$ cat config.mk
export PLATFORM = sky130hd
export DESIGN_NAME = fast_wb_arbiter
export DESIGN_NICKNAME = d
export VERILOG_FILES = /design/src/rtl/fast_wb_arbiter.sv
export SDC_FILE = /design/constraint.sdc
export NUM_CORES = 1
export LEC_CHECK = 0
export CAP_MARGIN = 20
export CELL_PAD_IN_SITES_DETAIL_PLACEMENT = 1
export CELL_PAD_IN_SITES_GLOBAL_PLACEMENT = 2
export CORE_UTILIZATION = 31
export CTS_CLUSTER_DIAMETER = 50
export CTS_CLUSTER_SIZE = 14
export DETAILED_ROUTE_END_ITERATION = 10
export GPL_TIMING_DRIVEN = 0
export PLACE_DENSITY = 0.73
export REMOVE_ABC_BUFFERS = 1
export SETUP_SLACK_MARGIN = 0.4
export SLEW_MARGIN = 20
export SYNTH_ARGS = -nofsm -noshare
export SYNTH_HDL_FRONTEND = slang
export SYNTH_SLANG_ARGS = --single-unit
$ cat constraint.sdc
create_clock -name clk -period 2.8 [get_ports clk]
set_input_delay 0.56 -clock clk [delete_from_list [all_inputs] [get_ports clk]]
set_output_delay 0.56 -clock clk [all_outputs]
set_load 0.1 [all_outputs]
$ cat src/rtl/fast_wb_arbiter.sv
// -----------------------------------------------------------------------------
// fast_wb_arbiter
//
// Shares the single FastCore writeback port between NUM_REQ ALU lanes. Each
// lane owns a one-entry holding slot. A round-robin scheduler picks one full
// slot per cycle. The chosen beat appears on the registered wb_* outputs for a
// result, or on the registered br_* outputs for a branch resolution.
//
// Optional feature (macro FAST_WB_BRANCH_PRIO_EN):
//   defined   : full branch slots win the grant ahead of result slots, in
//               round-robin order from rr_ptr. rr_ptr still advances past the
//               winner.
//   undefined : pure round-robin. Branch and result beats are treated alike.
//
// Handshake (valid/ready): a lane beat transfers on a posedge where
// req_valid[i] && req_ready[i]. req_ready[i] is combinational:
// !flush && (slot i empty || slot i granted this cycle). A granted slot can
// therefore be refilled on the same edge. req_valid may drop without a
// transfer, and no ordering is kept across lanes.
//
// Ports:
//   clk, rst_n             clock; asynchronous active-low reset
//   flush                  synchronous drop of all pending work
//   req_valid/req_ready    per-lane handshake
//   req_data/req_idx       per-lane result and destination (lane i at slice i)
//   req_is_br/req_taken    per-lane branch marker and outcome
//   wb_valid/wb_data/wb_idx       registered SRF write
//   br_resolved/br_taken          registered branch resolution
//   pending                slot-full mask
// -----------------------------------------------------------------------------
module fast_wb_arbiter #(
  parameter int NUM_REQ = 4,
  parameter int DATA_W  = 32,
  parameter int IDX_W   = 6
) (
  input  logic                      clk,
  input  logic                      rst_n,
  input  logic                      flush,
  input  logic [NUM_REQ-1:0]        req_valid,
  output logic [NUM_REQ-1:0]        req_ready,
  input  logic [NUM_REQ*DATA_W-1:0] req_data,
  input  logic [NUM_REQ*IDX_W-1:0]  req_idx,
  input  logic [NUM_REQ-1:0]        req_is_br,
  input  logic [NUM_REQ-1:0]        req_taken,
  output logic                      wb_valid,
  output logic [DATA_W-1:0]         wb_data,
  output logic [IDX_W-1:0]          wb_idx,
  output logic                      br_resolved,
  output logic                      br_taken,
  output logic [NUM_REQ-1:0]        pending
);

  localparam int PTR_W = (NUM_REQ > 1) ? $clog2(NUM_REQ) : 1;

  // Slot storage
  logic [NUM_REQ-1:0]             slot_full_q,  slot_full_d;
  logic [NUM_REQ-1:0][DATA_W-1:0] slot_data_q,  slot_data_d;
  logic [NUM_REQ-1:0][IDX_W-1:0]  slot_idx_q,   slot_idx_d;
  logic [NUM_REQ-1:0]             slot_br_q,    slot_br_d;
  logic [NUM_REQ-1:0]             slot_taken_q, slot_taken_d;
  logic [PTR_W-1:0]               rr_ptr_q,     rr_ptr_d;

  // Registered outputs
  logic              wb_valid_q,    wb_valid_d;
  logic [DATA_W-1:0] wb_data_q,     wb_data_d;
  logic [IDX_W-1:0]  wb_idx_q,      wb_idx_d;
  logic              br_resolved_q, br_resolved_d;
  logic              br_taken_q,    br_taken_d;

  // Grant
  logic               grant_any;
  logic [PTR_W-1:0]   grant_idx;
  logic [NUM_REQ-1:0] grant_oh;
  logic [NUM_REQ-1:0] accept;

  // Round-robin scan starting at rr_ptr. The first hit wins. With branch
  // priority enabled, a branch-only pass runs first and the plain pass only
  // matters when no branch slot is full.
  always_comb begin : grant_scan
    int               k;
    logic [PTR_W-1:0] kk;
    k         = 0;
    kk        = '0;
    grant_any = 1'b0;
    grant_idx = '0;
`ifdef FAST_WB_BRANCH_PRIO_EN
    for (int off = 0; off < NUM_REQ; off++) begin
      k = int'(rr_ptr_q) + off;
      if (k >= NUM_REQ) k = k - NUM_REQ;
      kk = PTR_W'(k);
      if (!grant_any && slot_full_q[kk] && slot_br_q[kk]) begin
        grant_any = 1'b1;
        grant_idx = kk;
      end
    end
`endif
    for (int off = 0; off < NUM_REQ; off++) begin
      k = int'(rr_ptr_q) + off;
      if (k >= NUM_REQ) k = k - NUM_REQ;
      kk = PTR_W'(k);
      if (!grant_any && slot_full_q[kk]) begin
        grant_any = 1'b1;
        grant_idx = kk;
      end
    end
  end

  always_comb begin : grant_decode
    grant_oh = '0;
    if (grant_any) grant_oh[grant_idx] = 1'b1;
  end

  assign req_ready = {NUM_REQ{~flush}} & (~slot_full_q | grant_oh);
  assign accept    = req_valid & req_ready;

  always_comb begin : next_state
    slot_full_d   = slot_full_q;
    slot_data_d   = slot_data_q;
    slot_idx_d    = slot_idx_q;
    slot_br_d     = slot_br_q;
    slot_taken_d  = slot_taken_q;
    rr_ptr_d      = rr_ptr_q;
    wb_valid_d    = 1'b0;
    wb_data_d     = wb_data_q;
    wb_idx_d      = wb_idx_q;
    br_resolved_d = 1'b0;
    br_taken_d    = br_taken_q;

    if (flush) begin
      // The grant computed this cycle is dropped along with every slot.
      slot_full_d = '0;
      rr_ptr_d    = '0;
    end else begin
      if (grant_any) begin
        if (int'(grant_idx) == NUM_REQ - 1) rr_ptr_d = '0;
        else                                rr_ptr_d = grant_idx + PTR_W'(1);
        slot_full_d[grant_idx] = 1'b0;
        if (slot_br_q[grant_idx]) begin
          br_resolved_d = 1'b1;
          br_taken_d    = slot_taken_q[grant_idx];
        end else begin
          wb_valid_d = 1'b1;
          wb_data_d  = slot_data_q[grant_idx];
          wb_idx_d   = slot_idx_q[grant_idx];
        end
      end
      // Captures come after the clear so a same-edge refill wins.
      for (int i = 0; i < NUM_REQ; i++) begin
        if (accept[i]) begin
          slot_full_d[i]  = 1'b1;
          slot_data_d[i]  = req_data[i*DATA_W +: DATA_W];
          slot_idx_d[i]   = req_idx[i*IDX_W +: IDX_W];
          slot_br_d[i]    = req_is_br[i];
          slot_taken_d[i] = req_is_br[i] & req_taken[i];
        end
      end
    end
  end

  always_ff @(posedge clk or negedge rst_n) begin
    if (!rst_n) begin
      slot_full_q   <= '0;
      slot_data_q   <= '0;
      slot_idx_q    <= '0;
      slot_br_q     <= '0;
      slot_taken_q  <= '0;
      rr_ptr_q      <= '0;
      wb_valid_q    <= 1'b0;
      wb_data_q     <= '0;
      wb_idx_q      <= '0;
      br_resolved_q <= 1'b0;
      br_taken_q    <= 1'b0;
    end else begin
      slot_full_q   <= slot_full_d;
      slot_data_q   <= slot_data_d;
      slot_idx_q    <= slot_idx_d;
      slot_br_q     <= slot_br_d;
      slot_taken_q  <= slot_taken_d;
      rr_ptr_q      <= rr_ptr_d;
      wb_valid_q    <= wb_valid_d;
      wb_data_q     <= wb_data_d;
      wb_idx_q      <= wb_idx_d;
      br_resolved_q <= br_resolved_d;
      br_taken_q    <= br_taken_d;
    end
  end

  assign wb_valid    = wb_valid_q;
  assign wb_data     = wb_data_q;
  assign wb_idx      = wb_idx_q;
  assign br_resolved = br_resolved_q;
  assign br_taken    = br_taken_q;
  assign pending     = slot_full_q;

endmodule

* Word level (Yosys, flattened, before mapping)
Index checks and enable logic that the tools add are counted.
** Word-level totals
- Memories :: 0
- Bits in latches :: 0
- Bits in registers :: 207
- Bits in writable memories :: 0
- Output and inout port bits :: 49
- ROM bits :: 0
- Word-level logic and storage cells :: 121
** Cells by class
- Equal/unequal tests :: 1
- Multipliers :: 0
- Order comparisons :: 10
- Add/sub/neg operators :: 8
- Reduce and logical (&&, ||, !) cells :: 18
- Divide/modulo/power cells :: 0
- Shift-type cells :: 0
- Bitwise operators :: 12
- Multiplexer cells :: 46
** Operator list (count)
- 32-bit binary-select mux with 2-bit select :: 1
- 32-bit two-way mux :: 1
- 2-bit two-way mux :: 11
- 1-bit two-way mux :: 21
- 2-bit by 3-bit less-than comparator with 1-bit output, second input constant :: 5
- 4-bit AND :: 3
- 1-bit binary-select mux with 2-bit select :: 6
- 6-bit binary-select mux with 2-bit select :: 1
- 4-bit two-way mux :: 3
- 3-bit nonzero test :: 4
- 3-bit >= comparator, second input constant :: 3
- 4-bit NOT :: 2
- 2-bit AND reduction :: 4
- 2-bit by 1-bit subtractor with 2-bit output, second input constant :: 4
- 2-bit by 2-bit adder with 3-bit output, second input constant :: 2
- 6-bit two-way mux :: 1
- 3-bit AND reduction :: 2
- 1-bit AND :: 4
- 1-bit logical AND :: 4
- 4-bit OR :: 1
- 2-bit by 1-bit adder with 3-bit output, second input constant :: 1
- 2-bit by 3-bit >= comparator with 1-bit output, second input constant :: 1
- 1-bit logical NOT :: 3
- 2-bit by 1-bit adder with 2-bit output, second input constant :: 1
- 5 further kinds :: 6

* Depth between registers and ports, before layout
Gate-level depths: netlist (run 1).
- Depth after elaboration :: 24
- Gate-level depth with buffers :: 13

* Worst setup path after synthesis (run 1)
No wires, ideal clock.
- Path kind :: reg2reg
- From :: reg slot_full_q[2], in the netlist pending[2]
- To :: reg slot_br_q[3]
- Setup time :: 0.125 ns
- Arrival :: 4.664 ns
- Period minus slack after synthesis :: 4.789 ns
- Slack :: -1.989 ns
- Stages on the path, launching flop included :: 13
- Data required time :: 2.675 ns
- Path buffers :: 3
- Path through :: dfrtp_1 nand2b_1 a21oi_1 o32ai_2 inv_2 clkbuf_1 ha_1 nor2_1 nor2_1 and2_1 clkbuf_1 clkbuf_1 mux2_2
** Between the ends
- Cells in the longest elaborated chain, start to end :: 21
- Elaborated cells on any way between the ends :: 32
- Those cells by class :: order compare: 2; mux: 19; bitwise: 3; reduce/logical: 8
** RTL lines
- start: declaration :: line 56 : logic [NUM_REQ-1:0] slot_full_q, slot_full_d;
- start signal: assignment :: line 174 : slot_full_q <= slot_full_d;
- 1-bit binary-select mux with 2-bit select :: line 101 : if (!grant_any && slot_full_q[kk]) begin
- 1-bit two-way mux (implied by the code) :: line 101
- 1-bit two-way mux :: line 101
- 1-bit logical NOT :: line 101
- 1-bit logical AND :: line 101
- 1-bit two-way mux :: line 101
- 1-bit logical NOT :: line 101
- 1-bit logical AND :: line 101
- [... 6 more ...]
- 1-bit two-way mux (implied by the code) :: line 110 : if (grant_any) grant_oh[grant_idx] = 1'b1;
- 1-bit demux with 2-bit select :: line 110
- 4-bit two-way mux * :: line 110
- 4-bit OR * :: line 113 : assign req_ready = {NUM_REQ{~flush}} & (~slot_full_q | grant_oh);
- 4-bit AND * :: line 113
- net req_ready[3] :: line 40 : output logic [NUM_REQ-1:0] req_ready,
- 4-bit AND * :: line 114 : assign accept = req_valid & req_ready;
- 2-bit AND reduction (no source line) *
- end signal: assignment :: line 177 : slot_br_q <= slot_br_d;
- end: declaration :: line 59 : logic [NUM_REQ-1:0] slot_br_q, slot_br_d;
Mark *: on every way through the listed nets, which the timed path passes. The rest lies on a longest branch. The select of a mux whose other input is x is not followed.
A chain may end at the register's enable or synchronous reset.

* Worst setup path after layout (run 1)
- From :: reg slot_full_q[2], in the netlist pending[2]
- To :: reg wb_data_q[9], in the netlist wb_data[9]
** Between the ends
- Cells in the longest elaborated chain, start to end :: 16
- Elaborated cells on any way between the ends :: 28
- Those cells by class :: mux: 20; bitwise: 1; reduce/logical: 7
** RTL lines
- 1-bit binary-select mux with 2-bit select :: line 101
- 1-bit two-way mux (implied by the code) :: line 101
- 1-bit two-way mux :: line 101
- 1-bit logical NOT :: line 101
- 1-bit logical AND :: line 101
- 1-bit two-way mux :: line 101
- 1-bit logical NOT :: line 101
- 1-bit logical AND :: line 101
- 1-bit two-way mux :: line 101
- 1-bit logical NOT :: line 101
- 1-bit logical AND :: line 101
- 2-bit two-way mux :: line 101
- 1-bit binary-select mux with 2-bit select :: line 138 : if (slot_br_q[grant_idx]) begin
- 1-bit two-way mux (implied by the code) :: line 138
- 1-bit NOT (no source line)
- 3-bit AND reduction (no source line)
- end signal: assignment :: line 181 : wb_data_q <= wb_data_d;
- end: declaration :: line 65 : logic [DATA_W-1:0] wb_data_q, wb_data_d;
Several ways; a longest one is shown, not always the timed one. The select of a mux whose other input is x is not followed.

==> metrics.txt, run 1 <==
Pwr Density=988 nW/um2; # rows=62; fillcell total=2808; DIE WIDTH=173 um; CTS tree=yes; setup ws final=0.0107 ns; GR Overflow Total=0; Mapped Cells=613; DRT iter0 DRCs=180; Wirelength per Cell=21.9 um; port buffer count=215; Synth warnings=0; total core area=28800 um2; Ports=216; Via density=4.71; initial antenna violation count=0; Leak=6.63 nW; Reg area=5180 um2; leading area contributor after synthesis=dfrtp_1; vias in the first global route=7115; Max Fclk=359 MHz; die area=30000 um2; multi-input logic area=4170 um2; total power=14.1 mW; number of synthesized flops with an enable pin=0; startpoint types=register; clock transition at the registers of the reported paths=0.06 ns; crit end category=register; maximum clock path buffer count=3; via count=6174; Seq/Total Area, Yosys=0.571; synth unique cells=32; DRT Pass-1 Iters=4; WP data required=3.20 ns; top-area cell type share of the netlist area=0.571; Syn-to-layout area delta=56.7%; share of layout cells above drive strength 1=0.389; final hold viol count=0; Final setup viols=0; DRC=0; dpl cell area=11900 um2; # diodes=0; crit-path max FO=8; Num CTS Buffers=27; top cells by area, synth=dfrtp_1 57%, mux2_2 24%, mux2i_1 13%, buf_2 0.99%, mux2_1 0.62%; max_cap viols=0; CP arrival=3.19 ns; placed insts=1198; final core utilization=0.494; Final ANT Viol Nets=0; Worst Max-Slew Pin Slew=1.03 ns; outcome=complete, no violations; largest net degree at the start of global routing=85; Place WS=-0.840 ns; syn_area_per_cell=14.8 um2; HP Class=reg2reg; maximum VDD drop=0.543 mV; Root Driver=clkbuf_16; Tot GR Track Use=0.181; TNS Setup=0 ns; worst skew pair latency=0.52 ns; fin nets=1077; slew margin rel.=0.314; CTS sink count=207; first-pass GRT wire length=42000 um; Slew Viols, Final=0; worst hold slack=0.501 ns; fin crit share=0.996; Cell Area, Synth=9080 um2; Seq cells post-synth=207; Final Cell Area=14200 um2; RSZ-0062 raised after global routing=yes; Die H=173 um; Initial Utilization=0.315; GPL Wtd Cong=0.755; final WL=28700 um; H-tree depth=1; Min Clock Period, post-route=2.79 ns; FFs w/ async S/R, synth=1.00; top_reg_cell synth=dfrtp_1; fin cells=1311; Crit Path Class=reg2reg; HPWL Detailed=18000 um; Clock Skew=0.0140 ns
[sequential cells by signal (all words and copies together), names as in the netlist]
register	cells
slot_br_q	4
wb_valid	1
br_resolved	1
wb_data	32
pending	4
slot_idx_q	24
slot_data_q	128
slot_taken_q	4
br_taken	1
wb_idx	6
rr_ptr_q	2
[power by group]
group	internal, mW	switching [mW]	leakage [nW]
clock network	2.25	1.36	0.444
logic	2.45	3.68	3.74
registers	3.83	0.482	2.45
[cells in the mapped netlist (2+ instances only)]
library cell / count
nor2_1: 6
a21oi_1: 6
nand3b_1: 3
mux2_1: 5
buf_2: 18
or3_1: 2
mux2i_1: 121
mux2_2: 191
o21ai_0: 3
nor3_1: 2
nor2b_1: 4
nand2b_1: 2
dfrtp_1: 207
inv_1: 10
clkbuf_1: 7
nand2_1: 3
buf_1: 8
[layer usage]
metal | track usage | up-vias | wire, um
met3 | 0.0413 | 45 | 1390
met4 | 0.0520 | 0 | 761
li1 | - | 2796 | -
met5 | 0 | - | 0
met1 | 0.218 | 3166 | 12000
met2 | 0.322 | 167 | 14600
[worst paths after layout]
kind	startpoint	end	slack [ns]	cells after the start
max	pending[2]	wb_data[9]	0.01	12
min	slot_data_q[56]	slot_data_q[56]	0.50	1
max reg2reg	pending[2]	wb_data[9]	0.01	12
min reg2reg	slot_data_q[56]	slot_data_q[56]	0.50	1
max in group asynchronous	rst_n	wb_data[25]	1.12	4
min in group asynchronous	rst_n	slot_data_q[103]	0.54	2
[layout make-up]
type	instances	area share
sequential	207	0.365
multi-input combinational	360	0.293
timing repair buffer	302	0.237
clock buffer	32	0.0516
tap	384	0.0338
clock inverter	15	0.0149
inverter	11	0.00510
[worst max-delay path, cell delays in order, from the launching register on]
cell and delay (ns):
dfrtp_1 0.41, nor2b_4 0.15, a21o_1 0.17, a211o_4 0.38, buf_6 0.14, buf_12 0.12, buf_16 0.12, mux2_4 0.31
o22ai_4 0.14, buf_6 0.15, buf_12 0.11, buf_16 0.14, mux2_4 0.31
[cell families (layout without fill, tap and decap cells)]
| logic type | count (synthesis) | count (layout) | synth area share |
|---|---|---|---|
| AO/OA/AOI/OAI | 16 | 16 | 0.0123 |
| adder cells (fa/ha/maj) | 1 | 1 | 0.00138 |
| buffers and inverters | 46 | 360 | 0.0227 |
| flip-flops | 207 | 207 | 0.571 |
| multiplexers | 318 | 318 | 0.378 |
| AND/OR/NAND/NOR | 25 | 25 | 0.0147 |
[cell usage in the layout (no fill, tap or decap), drive strengths merged, types with 4 or more instances in the layout]
cell type,n
clkdlybuf4s50,165
clkinvlp,6
nor2,6
buf,85
bufinv,5
dlygate4sd2,39
inv,14
a21oi,6
dfrtp,207
clkbuf,38
mux2i,121
nor2b,4
o21ai,4
clkdlybuf4s15,4
mux2,197
[timing repair]
item,CTS,global route
cloned,3,5
setup endpoints to repair,249,152
gates resized for setup,134,120
hold buffers,1,0
buffers inserted,26,31
pin swaps,8,9
hold endpoints to repair,49,0
Power figures use the tool's default switching activity.
==> run 2, diff against run 1 <==
--- a/constraint.sdc
+++ b/constraint.sdc
@@ -3,2 +3,2 @@
 set_output_delay 0.56 -clock clk [all_outputs]
-set_load 0.1 [all_outputs]
+set_load 0.005 [all_outputs]
==> metrics.txt, run 2 (synthesized netlist as in run 1, its figures left out) <==
Final setup viols=0 (unchanged); worst r2r path cells=11 (was 12); Worst Max-Slew Pin Slew=0.803 ns (was 1.03 ns); R2R setup slack=0.03 ns (was 0.01 ns); largest net degree at the start of global routing=85 (unchanged); WP data required=2.24 ns (was 3.20 ns); initial antenna violation count=0 (unchanged); hold endpoint=wb_data[24] (was slot_data_q[56]); GPL Wtd Cong=0.755 (unchanged); fin crit share=0.995 (was 0.996); HP Class=reg2reg (unchanged); Max Fclk=359 MHz (about the same); max reg flops=128 (unchanged); Wirelength per Cell=21.0 um (was 21.9 um); CTS sink count=207 (unchanged); worst skew pair latency=0.52 ns (about the same); Reg area=5180 um2 (unchanged); TNS Setup=0 ns (unchanged); Ports=216 (unchanged); DRT Pass-1 Iters=4 (unchanged); fillcell total=2844 (was 2808); most frequent cells in the layout=210 x clkdlybuf4s50_1, 203 x dfrtp_1, 172 x mux2_2 (was 203 x dfrtp_1, 165 x clkdlybuf4s50_1, 121 x mux2i_1); Leak=6.07 nW (was 6.63 nW); DRC=0 (unchanged); Slew Viols, Final=0 (unchanged); HP Start=wb_data[24] (was slot_data_q[56]); # rows=62 (unchanged); CTS tree=yes (unchanged); crit-path max FO=4 (was 8); multi-input logic area=3900 um2 (was 4170 um2); vias in the first global route=7046 (was 7115); total power=11.6 mW (was 14.1 mW); Top reg by flops=slot_data_q (unchanged); Pwr Density=846 nW/um2 (was 988 nW/um2); final hold viol count=0 (unchanged); maximum VDD drop=0.364 mV (was 0.543 mV); outcome=complete, no violations (unchanged); Min Clock Period, post-route=2.79 ns (about the same); Num CTS Buffers=27 (unchanged); fin nets=1057 (was 1077); Crit Path Class=reg2out (was reg2reg); Root Driver=clkbuf_16 (unchanged); Initial Utilization=0.315 (unchanged); Final ANT Viol Nets=0 (unchanged); Syn-to-layout area delta=50.9% (was 56.7%); DIE WIDTH=173 um (unchanged); most common cell after layout, fill and taps aside=clkdlybuf4s50_1 (was dfrtp_1); RSZ-0062 raised after global routing=yes (unchanged); hold depth=1 (unchanged); port buffer count=215 (unchanged); crit end category=primary output (was register); Tot GR Track Use=0.181 (about the same); die area=30000 um2 (unchanged); # diodes=0 (unchanged); first-pass GRT wire length=41800 um (was 42000 um); share of layout cells above drive strength 1=0.366 (was 0.389); clock transition at the registers of the reported paths=0.06 ns (about the same); CP arrival=2.23 ns (was 3.19 ns); HPWL Detailed=18000 um (unchanged); Die H=173 um (unchanged); startpoint types=register (unchanged); Via density=4.69 (was 4.71); GR Overflow Total=0 (unchanged); worst hold slack=0.497 ns (was 0.501 ns); Clock Skew=0.0158 ns (was 0.0140 ns); reg2reg start=pending[2] (unchanged); maximum clock path buffer count=3 (unchanged); H-tree depth=1 (unchanged); via count=6061 (was 6174); DRT iter0 DRCs=224 (was 180); FF-to-FF End=wb_data[6] (was wb_data[9]); slew margin rel.=0.463 (was 0.314); total core area=28800 um2 (unchanged); max_cap viols=0 (unchanged); final WL=27000 um (was 28700 um)
## run 2: what timing repair did
action,4_1_cts,5_1_grt
pin swaps,7,5
gates cloned,3,1
setup buffers,30,11
hold buffers,1,0
gates resized for setup,58,39
endpoints found under the hold margin,49,0
setup endpoints to repair,204,150
## run 2: how the worst max path moves through the flow
stage,start,endpoint,cells past startpoint
floorplan,pending[1],slot_data_q[73],7
CTS,pending[2],wb_data[9],11
global route,pending[3],req_ready[3],8
global placement,rst_n,slot_idx_q[16],1
detailed placement,pending[1],wb_data[9],9
finish,pending[2],req_ready[1],8
## run 2: report_power, final
part	switching (mW)	leakage, nW	total (mW)	internal (mW)
registers	0.462	2.45	4.29	3.83
logic	1.34	3.18	3.69	2.35
clock network	1.35	0.444	3.60	2.25
## run 2: final cells by class
cell class | instances | share of cell area
Sequential cell | 207 | 0.379
Tap cell | 384 | 0.0351
Inverter | 11 | 0.00530
Clock inverter | 15 | 0.0154
Timing Repair Buffer | 282 | 0.227
Multi-Input combinational cell | 360 | 0.285
Clock buffer | 32 | 0.0536
## run 2: metrics by stage
step / std cells / util / setup slack (ns) / area, um2
floorplan: 578 / - / -2.75 / 8910
global placement: 1177 / 0.401 / -7.29 / 11500
detailed placement: 1198 / 0.415 / -0.568 / 11900
CTS: 1279 / 0.467 / 0.0475 / 13400
global route: 1291 / 0.476 / -0.0833 / 13700
finish: 1291 / 0.476 / 0.0135 / 13700
## run 2: metal layers
layer	routed length (um)	global-route usage
met5	0	0
met4	644	0.0465
met3	1460	0.0444
met2	13900	0.326
met1	11000	0.214
## run 2: critical path, stage by stage, from the launching register on
cell and delay, ns:
dfrtp_1 0.40, nand2b_1 0.12, a21oi_2 0.06, o32ai_4 0.31
bufinv_16 0.22, buf_12 0.13, o21ai_4 0.17, nor2b_4 0.16
buf_2 0.13
